<file path="src/rtl/uart_stepper_ctrl.sv">
// UART 8N1 command receiver driving a single 4-phase stepper (f0..f3).
// Optional `define COIL_TIMEOUT_EN de-energizes the coils after TIMEOUT_CLKS idle clocks.
module uart_stepper_ctrl #(
    parameter int unsigned BAUD_DIV     = 868,
    parameter int unsigned SYNC_STAGES  = 2,
    parameter int unsigned TIMEOUT_CLKS = 100000000
) (
    input  logic       clk,
    input  logic       rst_n,
    input  logic       rx,
    output logic [7:0] rx_byte,
    output logic       rbyte_ready,
    output logic       f0,
    output logic       f1,
    output logic       f2,
    output logic       f3
);

    localparam int unsigned CNT_W = (BAUD_DIV > 2) ? $clog2(BAUD_DIV) : 1;
    localparam logic [CNT_W-1:0] HALF_BIT = CNT_W'(BAUD_DIV / 2);
    localparam logic [CNT_W-1:0] FULL_BIT = CNT_W'(BAUD_DIV - 1);

    localparam logic [2:0] S_IDLE      = 3'd0;
    localparam logic [2:0] S_START     = 3'd1;
    localparam logic [2:0] S_DATA      = 3'd2;
    localparam logic [2:0] S_STOP      = 3'd3;
    localparam logic [2:0] S_WAIT_IDLE = 3'd4;

    // Parameter sanity, evaluated at elaboration only
    if (BAUD_DIV < 4) begin : g_bad_baud_div
        $error("BAUD_DIV must be at least 4");
    end
    if (SYNC_STAGES < 1) begin : g_bad_sync_stages
        $error("SYNC_STAGES must be at least 1");
    end
    if (TIMEOUT_CLKS < 1) begin : g_bad_timeout
        $error("TIMEOUT_CLKS must be nonzero");
    end

    logic [SYNC_STAGES-1:0] r_sync;
    logic                   r_rx_d;
    logic                   w_rx;

    logic [2:0]       r_state;
    logic [2:0]       w_state_nxt;
    logic [CNT_W-1:0] r_cnt;
    logic [CNT_W-1:0] w_cnt_nxt;
    logic [2:0]       r_bit;
    logic [2:0]       w_bit_nxt;
    logic [7:0]       r_shift;
    logic [7:0]       w_shift_nxt;
    logic             w_byte_ok;
    logic [7:0]       r_rx_byte;
    logic             r_rbyte_ready;

    logic [2:0] r_idx;
    logic [2:0] w_idx_nxt;
    logic [2:0] w_delta;
    logic       r_released;
    logic       w_rel_nxt;
    logic [3:0] r_coils;

    // rx synchronizer, preset to idle-high so reset never looks like a start edge
    assign w_rx = r_sync[SYNC_STAGES-1];

    always_ff @(posedge clk or negedge rst_n) begin
        if (!rst_n) begin
            r_sync <= '1;
            r_rx_d <= 1'b1;
        end else begin
            r_sync <= SYNC_STAGES'({r_sync, rx});
            r_rx_d <= w_rx;
        end
    end

    // Receiver state and datapath registers
    always_ff @(posedge clk or negedge rst_n) begin
        if (!rst_n) begin
            r_state       <= S_IDLE;
            r_cnt         <= '0;
            r_bit         <= 3'd0;
            r_shift       <= 8'h00;
            r_rx_byte     <= 8'h00;
            r_rbyte_ready <= 1'b0;
        end else begin
            r_state       <= w_state_nxt;
            r_cnt         <= w_cnt_nxt;
            r_bit         <= w_bit_nxt;
            r_shift       <= w_shift_nxt;
            r_rbyte_ready <= w_byte_ok;
            if (w_byte_ok) begin
                r_rx_byte <= r_shift;
            end
        end
    end

    // Receiver next-state logic; r_cnt hitting zero marks the mid-bit sample point
    always_comb begin
        w_state_nxt = r_state;
        w_cnt_nxt   = r_cnt;
        w_bit_nxt   = r_bit;
        w_shift_nxt = r_shift;
        w_byte_ok   = 1'b0;
        case (r_state)
            S_IDLE: begin
                if (r_rx_d && !w_rx) begin
                    w_cnt_nxt   = HALF_BIT;
                    w_state_nxt = S_START;
                end
            end
            S_START: begin
                if (r_cnt == '0) begin
                    if (w_rx) begin
                        w_state_nxt = S_IDLE;
                    end else begin
                        w_cnt_nxt   = FULL_BIT;
                        w_bit_nxt   = 3'd0;
                        w_state_nxt = S_DATA;
                    end
                end else begin
                    w_cnt_nxt = r_cnt - CNT_W'(1);
                end
            end
            S_DATA: begin
                if (r_cnt == '0) begin
                    w_shift_nxt = {w_rx, r_shift[7:1]};
                    w_cnt_nxt   = FULL_BIT;
                    w_bit_nxt   = r_bit + 3'd1;
                    if (r_bit == 3'd7) begin
                        w_state_nxt = S_STOP;
                    end
                end else begin
                    w_cnt_nxt = r_cnt - CNT_W'(1);
                end
            end
            S_STOP: begin
                if (r_cnt == '0) begin
                    if (w_rx) begin
                        w_byte_ok   = 1'b1;
                        w_state_nxt = S_IDLE;
                    end else begin
                        w_state_nxt = S_WAIT_IDLE;
                    end
                end else begin
                    w_cnt_nxt = r_cnt - CNT_W'(1);
                end
            end
            S_WAIT_IDLE: begin
                if (w_rx) begin
                    w_state_nxt = S_IDLE;
                end
            end
            default: begin
                w_state_nxt = S_IDLE;
            end
        endcase
    end

`ifdef COIL_TIMEOUT_EN
    localparam int unsigned TO_W = $clog2(TIMEOUT_CLKS + 1);

    logic [TO_W-1:0] r_idle_cnt;
    logic            w_to_hit;

    // Saturating idle counter; fires once when it reaches TIMEOUT_CLKS
    assign w_to_hit = (r_idle_cnt == TO_W'(TIMEOUT_CLKS - 1));

    always_ff @(posedge clk or negedge rst_n) begin
        if (!rst_n) begin
            r_idle_cnt <= '0;
        end else if (r_rbyte_ready) begin
            r_idle_cnt <= '0;
        end else if (r_idle_cnt != TO_W'(TIMEOUT_CLKS)) begin
            r_idle_cnt <= r_idle_cnt + TO_W'(1);
        end
    end
`endif

    // Command decode: bit0 STEP, bit1 DIR, bit2 RELEASE, bit3 HALF
    always_comb begin
        w_idx_nxt = r_idx;
        w_rel_nxt = r_released;
        w_delta   = r_rx_byte[3] ? 3'd1 : 3'd2;
        if (r_rbyte_ready) begin
            w_rel_nxt = r_rx_byte[2];
            if (r_rx_byte[0]) begin
                w_idx_nxt = r_rx_byte[1] ? (r_idx - w_delta) : (r_idx + w_delta);
            end
        end
`ifdef COIL_TIMEOUT_EN
        else if (w_to_hit) begin
            w_rel_nxt = 1'b1;
        end
`endif
    end

    // Coil pattern {f0,f1,f2,f3}; odd indices are two-coil, even are wave drive
    function automatic logic [3:0] phase_coils(input logic [2:0] idx);
        logic [3:0] pat;
        case (idx)
            3'd0:    pat = 4'b1000;
            3'd1:    pat = 4'b1100;
            3'd2:    pat = 4'b0100;
            3'd3:    pat = 4'b0110;
            3'd4:    pat = 4'b0010;
            3'd5:    pat = 4'b0011;
            3'd6:    pat = 4'b0001;
            default: pat = 4'b1001;
        endcase
        return pat;
    endfunction

    always_ff @(posedge clk or negedge rst_n) begin
        if (!rst_n) begin
            r_idx      <= 3'd1;
            r_released <= 1'b1;
            r_coils    <= 4'b0000;
        end else begin
            r_idx      <= w_idx_nxt;
            r_released <= w_rel_nxt;
            r_coils    <= w_rel_nxt ? 4'b0000 : phase_coils(w_idx_nxt);
        end
    end

    assign rx_byte     = r_rx_byte;
    assign rbyte_ready = r_rbyte_ready;
    assign f0          = r_coils[3];
    assign f1          = r_coils[2];
    assign f2          = r_coils[1];
    assign f3          = r_coils[0];

endmodule

</file>
<file path="config.mk">
export PLATFORM = sky130hd
export DESIGN_NAME = uart_stepper_ctrl
export DESIGN_NICKNAME = d
export VERILOG_FILES = /design/src/rtl/uart_stepper_ctrl.sv
export SDC_FILE = /design/constraint.sdc
export NUM_CORES = 1
export LEC_CHECK = 0
export CAP_MARGIN = 20
export CORE_UTILIZATION = 45
export CTS_CLUSTER_SIZE = 25
export DETAILED_ROUTE_END_ITERATION = 10
export PLACE_DENSITY = 0.64
export SLEW_MARGIN = 20
export SYNTH_ARGS = -nofsm -noshare
export SYNTH_HDL_FRONTEND = slang
export SYNTH_SLANG_ARGS = --single-unit
</file>
<file path="constraint.sdc">
create_clock -name clk -period 2.9 [get_ports clk]
set_input_delay 0.58 -clock clk [delete_from_list [all_inputs] [get_ports clk]]
set_output_delay 0.58 -clock clk [all_outputs]
set_load 0.005 [all_outputs]
</file>
* Word-level counts from Yosys, hierarchy flattened
Cells that the tools add are included.
** Word-level totals
- Logic and storage cells :: 75
- Input bits :: 3
- Output and inout port bits :: 13
- Register bits after elaboration :: 44
** Cells by class
- Mux-type cells :: 29
- Equality and inequality tests :: 20
- Add/sub/neg operators :: 4
- Reduce and logical (&&, ||, !) cells :: 11
** Operators by type and width (number)
- 2-to-1 mux 10 bit :: 5
- case mux 10 bit (4 select lines) :: 1
- 2-to-1 mux 3 bit :: 13
- case mux 4 bit (7 select lines) :: 1
- != test 2 bit (second input constant) :: 8
- == test 3 bit (second input constant) :: 5
- case mux 3 bit (5 select lines) :: 1
- == test 3 x 2 -> 1 bit (second input constant) :: 4
- zero test 10 bit :: 1
- subtractor 10 x 1 -> 10 bit (second input constant) :: 1
- AND reduction 4 bit :: 2
- == test 3 x 1 -> 1 bit (second input constant) :: 2
- zero test 3 bit :: 2
- case mux 3 bit (2 select lines) :: 1
- AND reduction 6 bit :: 1
- 2-to-1 mux 1 bit :: 4
- 2-to-1 mux 2 bit :: 2
- 2-to-1 mux 4 bit :: 1
- nonzero test 4 bit :: 1
- adder 3 x 1 -> 3 bit (second input constant) :: 1
- adder 3 x 2 -> 3 bit :: 1
- != test 3 bit (second input constant) :: 1
- subtractor 3 x 2 -> 3 bit :: 1
- AND reduction 2 bit :: 1
- 3 further kinds :: 3

* Longest topological paths before layout
Gate-level depths: netlist of the first run.
- Depth in word-level cells :: 8
- Mapped depth :: 7
- Gate-level depth less buffers :: 7

* Worst setup path after synthesis of the first run
No wires, ideal clock.
- Path kind :: flip-flop to flip-flop
- Start point :: register r_cnt[0]
- End point :: register r_shift[0]
- Data required time :: 2.775 ns
- Clock period less this slack :: 2.017 ns
- Setup time :: 0.125 ns
- Buffers on the path :: 1
- Data arrival time :: 1.892 ns
- Setup slack :: 0.883 ns
- Cell stages (with the launch flop) :: 8
- Path through :: dfrtp_1 -> inv_1 -> ha_1 -> nor3b_4 -> nand3_4 -> or3_1 -> buf_6 -> mux2_4
** On the way
- Cells in the longest elaborated chain, start to end :: 2
** Ends and longest elaborated chain
- from (decl) :: RTL line 46 : logic [CNT_W-1:0] r_cnt;
- from (signal assigned) :: RTL line 87 : r_cnt <= w_cnt_nxt;
- zero test 10 bit :: RTL line 125 : if (r_cnt == '0) begin
- AND reduction 2 bit (no source line)
- to (signal assigned) :: RTL line 89 : r_shift <= w_shift_nxt;
- to (decl) :: RTL line 50 : logic [7:0] r_shift;
Every way passes these cells.
A chain may end at the register's enable or synchronous reset.

* Worst setup path in the final report of the first run
- Start point :: register r_cnt[0]
- End point :: register r_shift[2]
Same word-level chain as after synthesis.

==> results of run 1 <==
## kinds of logic after synthesis
family	synth area share, %
AOI/OAI and AO/OA	14.5
buffers and inverters	2.75
adders and majority gates	3.28
muxes	11.1
DFF	51.8
xor gates and xnor gates	0.820
and+or+nand+nor	15.6
## sequential cells by signal (all words and copies together) (netlist names)
| signal | count |
|---|---|
| r_bit | 3 |
| r_shift | 8 |
| r_cnt | 10 |
| r_coils | 4 |
| rbyte_ready | 1 |
| r_released | 1 |
| r_sync | 2 |
| r_state | 3 |
| r_idx | 3 |
| rx_byte | 8 |
| r_rx_d | 1 |
## placed cells by master (no fill, tap or decap), drive strengths merged, types with 3 or more instances in the layout
cell	synthesis	routed
dfrtp	39	39
mux2	17	17
clkdlybuf4s50	0	14
inv	10	10
nor3	8	8
nand2	7	7
a21oi	7	7
nor2	7	7
clkbuf	0	6
o21ai	5	5
a22o	5	5
dfstp	5	5
nand3	5	5
and2	4	4
ha	4	4
or3	3	3
a211oi	3	3
nand2b	3	3
o211ai	3	3
a22oi	3	3
nor3b	3	3
## metal layers
layer | vias to the layer above | wire [um]
met5 | - | 0
met3 | 9 | 166
met4 | 0 | 95
met1 | 729 | 1830
met2 | 48 | 1870
li1 | 705 | -
## final timing paths
kind                          endpoint  slack, ns  startpoint
min                          r_sync[1]       0.37   r_sync[0]
max                         r_shift[2]       0.59    r_cnt[0]
min reg2reg                  r_sync[1]       0.37   r_sync[0]
max reg2reg                 r_shift[2]       0.59    r_cnt[0]
min in group asynchronous  rbyte_ready       0.41       rst_n
max in group asynchronous   r_coils[2]       1.90       rst_n
## report_power, final
group          internal [mW]  total (mW)  switching [mW]
combinational          0.112       0.223           0.111
clock                  0.168       0.371           0.203
sequential             0.680       0.787           0.107
total                  0.960        1.38           0.422
## cell type report
cell class,instances,area [um2],area share [%]
inverters,10,37.5,1.56
clock buffers,6,72.6,3.01
repair buffers,15,145,6.02
multi-input cells,121,970,40.2
well taps,52,65.1,2.70
clock inverters,2,12.5,0.519
flip-flops and latches,44,1110,46.0
## metrics by stage
| stage | total power [mW] | area [um2] | setup WS, ns | util [%] | hold slack [ns] |
|---|---|---|---|---|---|
| 2_1_floorplan | 0.950 | 2140 | 0.883 | - | 0.284 |
| 3_3_place_gp | 1.01 | 2320 | 0.690 | 52.3 | 0.349 |
| 3_5_place_dp | 1.02 | 2320 | 0.618 | 52.3 | 0.350 |
| 4_1_cts | 1.39 | 2410 | 0.612 | 54.2 | 0.366 |
| 5_1_grt | 1.47 | 2410 | 0.480 | 54.2 | 0.373 |
| 6_report | 1.38 | 2410 | 0.595 | 54.2 | 0.365 |
==> flow_summary_export.csv, run 1 <==
group,metric,value,unit
critical_path,crit_path_max_incr_delay,0.58,ns
cts,htreeDepth,2,
synthesis,ys_top_cells_by_count,"39 x dfrtp_1, 10 x inv_1, 10 x mux2_2",
sta,period_needed,2.31,ns
critical_path,cp_top_family,"simple AND/OR/NAND/NOR gates",
critical_path,path_depth,6,
critical_path,crit_required,3.08,ns
layout,drive_gt1_share,19.7,%
critical_path,worstRegToRegCells,6,
cts,cts-root-buf,"clkbuf_8",
synthesis,ys_seq_area_share,51.8,%
synthesis,netlist_area,2140,um2
sta,relSlewSlack,38.0,%
critical_path,cp_max_fo,9,
cts,cts_buffer_depth,2,
synthesis,synth_top_area_share,45.7,%
synthesis,netlist_top_cells_area,"dfrtp_1 46%, dfstp_2 6.2%, mux2_2 5.3%, mux2_4 4.9%, ha_1 2.3%",
route,viasPerCell,5.96,
sta,slew_violations,0,
placed_design,gp_congestion,0.956,
die,die_height,70.9,um
die,dieArea,5030,um2
cts,cts_tree,"built",
critical_path,cp.arrival,2.49,ns
route,drc,0,
cts,cts.sinks,44,
placed_design,port_buffers,15,
placed_design,dp_hpwl,2790,um
synthesis,ys_types,51,
layout,fillers,408,
die,start_util,48.1,%
critical_path,path_class,"reg -> reg",
hold_path,hold_depth,0,
synthesis,synth.largest_area_cell,"dfrtp_1",
layout,area_growth,12.8,%
power_and_ir_drop,peakVddDrop,0.325,mV
global_route,antenna_found_initial,0,
outcome,status,"finished, final reports clean",
synthesis,synth.most_common_cell,"dfrtp_1",
sta,tightest_slew,0.930,ns
critical_path,cp_cell_sequence,"inv_1, ha_1, nor3b_4, nand3_4, or3_1, mux2_4",
synthesis,ys_ff_latch,44,
synthesis,ys_async_sr_fraction,100,%
route,dr_total_vias,1491,
cts,ctsHoldBuffers,0,
route,ant_nets,0,
sta,hold_viol,0,
synthesis,synth_area_per_cell,12.0,um2
power_and_ir_drop,leakage,1.12,nW
hold_path,hp-class,"reg -> reg",
sta,rsz0062_at_grt,"no",
cts,path_clk_slew,0.08,ns
critical_path,endpoint_kind,"flip-flop",
layout,instances_no_fill,250,
global_route,use_met1,23.7,%
cts,post_cts_buffers,0,
synthesis,synth_warnings,0,
global_route,use_met3,4.70,%
cts,cts_resized,0,
synthesis,synth-edff-count,0,
route,firstDrtPassIters,7,
sta,setup_violations,0,
sta,fin_skew,0.00979,ns
synthesis,synthCells,178,
die,core,4440,um2
layout,diodes,0,
placed_design,dp_cells,242,
job,maxCapViolCount,0,
global_route,grt.busiest_layer,"met2",
sta,final.period_utilization,79.5,%
layout,nets,205,
route,wl_per_cell,15.9,um
critical_path,path_buf_inv,1,
sta,tns,0,ns
global_route,grt_overflow,0,
critical_path,cp-start-kind,"flip-flop",
critical_path,slowest_stage,"or3_1",
global_route,grt_max_degree,45,
sta,fmax,434,MHz
power_and_ir_drop,power_density,573,nW/um2
route,wirelength,3960,um
global_route,use_met2,28.1,%
global_route,grt_pass1_wl,6910,um
die,rows,24,
cts,cts_made_buffers,5,
synthesis,synth_nets,186,
cts,clk_latency,0.30,ns
global_route,grt_pass1_vias,1493,
global_route,grtUsageTotal,18.0,%
synthesis,yosys_most_used_dff,"dfrtp_1",
die,die_w,70.9,um
route,first_iter_violations,82,
die,ios,16,
(Power assumes the default switching activity.)
==> run 2, diff against run 1 <==
==> constraint.sdc (replaced) <==
create_clock -name clk -period 2.15 [get_ports clk]
set_input_delay 0.43 -clock clk [delete_from_list [all_inputs] [get_ports clk]]
set_output_delay 0.43 -clock clk [all_outputs]
set_load 0.005 [all_outputs]
==> run 2 against run 1 <==
  * Setup slack worse by 0.47 ns
  * Sequential cell count stayed put
  * Register-to-register slack worse by 0.47 ns
  * Non-clock buffer count is 10 higher
  * Largest cell class unchanged
  * Largest power group unchanged
==> flow_summary_export.csv, run 2 (synthesis results as in run 1) <==
group,metric,value,unit
sta,relSlewSlack,63.8,%
route,ant_nets,0,
die,die_height,70.9,um
critical_path,r2r-start,"r_idx[0]",
critical_path,reg2reg_slack,0.12,ns
die,rows,24,
route,drc,0,
layout,final_common_cell,"dfrtp_1",
layout,fillers,379,
cts,cts-root-buf,"clkbuf_8",
sta,period_needed,2.03,ns
power_and_ir_drop,power_density,790,nW/um2
die,start_util,48.1,%
global_route,grt_max_degree,45,
critical_path,cp-start-kind,"flip-flop",
cts,cts_buffer_depth,2,
route,first_iter_violations,76,
power_and_ir_drop,swShare,29.2,%
layout,drive_gt1_share,29.3,%
critical_path,crit_required,2.35,ns
power_and_ir_drop,p_clk_share,31.7,%
layout,diodes,0,
global_route,grtUsageTotal,18.5,%
layout,seqCellArea,1110,um2
cts,ctsHoldBuffers,0,
cts,cts_made_buffers,5,
power_and_ir_drop,p_seq_share,51.5,%
cts,htreeDepth,2,
placed_design,placed_cell_area,2390,um2
sta,setup_violations,0,
placed_design,dp_hpwl,2870,um
route,wl_per_cell,15.9,um
global_route,grt_pass1_wl,7170,um
layout,final_cell_mix,"39 x dfrtp_1, 14 x clkdlybuf4s50_1, 10 x inv_1, 10 x mux2_2, 10 x buf_4",
sta,hold_viol,0,
critical_path,cp.arrival,2.23,ns
critical_path,slowest_stage,"dfstp_2",
critical_path,endpoint_kind,"flip-flop",
power_and_ir_drop,p_switching,0.595,mW
layout,area_growth,20.9,%
die,dieArea,5030,um2
sta,tns,0,ns
critical_path,cp_max_fo,4,
layout,nets,215,
layout,multi_input_area,1040,um2
cts,clk_latency,0.30,ns
sta,slew_violations,0,
outcome,status,"finished, final reports clean",
placed_design,gp_congestion,0.876,
sta,tightest_slew,0.542,ns
global_route,grt_overflow,0,
sta,fmax,493,MHz
power_and_ir_drop,peakVddDrop,0.666,mV
route,wirelength,4140,um
layout,stdcell_area,2580,um2
layout,regMostFlops,"r_cnt",
route,firstDrtPassIters,6,
job,maxCapViolCount,0,
critical_path,cp_cell_sequence,"inv_1, ha_2, fa_2, xor2_2, or3_4, a221oi_4",
layout,largest_reg_flops,10,
cts,cts.sinks,44,
power_and_ir_drop,p_comb_share,16.8,%
critical_path,crit_start,"r_idx[0]",
cts,cts_tree,"built",
sta,rsz0062_at_grt,"no",
cts,path_clk_slew,0.09,ns
die,core,4440,um2
sta,fin_skew,0.00854,ns
route,dr_total_vias,1530,
hold_path,hp-class,"in -> async",
critical_path,crit_path_max_incr_delay,0.52,ns
power_and_ir_drop,p_int,1.44,mW
critical_path,r2r_end,"r_coils[0]",
placed_design,port_buffers,15,
power_and_ir_drop,leakage,1.24,nW
die,ios,16,
route,viasPerCell,5.88,
die,die_w,70.9,um
sta,final.period_utilization,94.3,%
global_route,antenna_found_initial,0,
critical_path,worstRegToRegCells,6,
global_route,grt_pass1_vias,1532,
critical_path,path_class,"reg -> reg",
run 2: cell types whose count changed in the layout (fill, tap and decap cells not counted), sizes merged:
cell | before | now
buf | 1 | 11
bufinv | 0 | 1
clkbuf | 6 | 5
clkinv | 1 | 0
inv | 10 | 11
run 2: final cells by class:
cell class | count | area share, %
Timing Repair Buffer | 25 | 8.53
Clock inverter | 3 | 1.79
Sequential cell | 44 | 42.9
Inverter | 10 | 1.45
Multi-Input combinational cell | 121 | 40.2
Tap cell | 52 | 2.52
Clock buffer | 5 | 2.66
run 2: metal layers:
layer | routed length [um] | up-vias | GRT usage (%)
met2 | 2060 | 32 | 31.3
met1 | 1900 | 766 | 22.9
li1 | - | 726 | -
met3 | 113 | 6 | 4.56
met4 | 60 | 0 | 6.89
met5 | 0 | - | 0
run 2: power by group through the flow:
stage / clock network (mW) / logic, mW / registers [mW]
6_report: 0.646 / 0.343 / 1.05
5_1_grt: 0.710 / 0.385 / 1.06
3_5_place_dp: 0 / 0.345 / 1.06
2_1_floorplan: 0 / 0.244 / 1.04
4_1_cts: 0.672 / 0.344 / 1.05
3_3_place_gp: 0 / 0.331 / 1.06
run 2: critical path: cells and delay by family (launching register included):
kind,cells,cell delay [ns]
XOR/XNOR,1,0.18
AND/OR/NAND/NOR,1,0.38
buffers and inverters,1,0.06
adder cells (fa/ha/maj),2,0.53
AO/OA/AOI/OAI,1,0.26
flip-flops,1,0.52
run 2: timing repair:
action	CTS	global route
gates cloned	0	0
setup buffers	0	1
resized for setup	2	13
pin swaps	0	3
endpoints found under the setup margin	2	19
run 2: worst max-delay path by stage:
stage | to | cells after the start | slack [ns]
floorplan | r_shift[0] | 7 | 0.13
global placement | r_coils[2] | 7 | 0.09
detailed placement | r_coils[0] | 6 | 0.02
CTS | r_coils[3] | 7 | 0.01
global route | r_coils[0] | 6 | 0.02
finish | r_coils[0] | 6 | 0.12
run 2: metrics by stage:
step / hold WS, ns / setup WS (ns) / utilization [%] / power (mW) / cells
global route: 0.226 / 0.0192 / 58.1 / 2.16 / 260
detailed placement: 0.348 / 0.0190 / 53.8 / 1.40 / 251
finish: 0.192 / 0.122 / 58.1 / 2.04 / 260
floorplan: 0.134 / 0.133 / - / 1.28 / 178
global placement: 0.348 / 0.0940 / 53.8 / 1.39 / 251
CTS: 0.208 / 0.0119 / 56.6 / 2.06 / 259
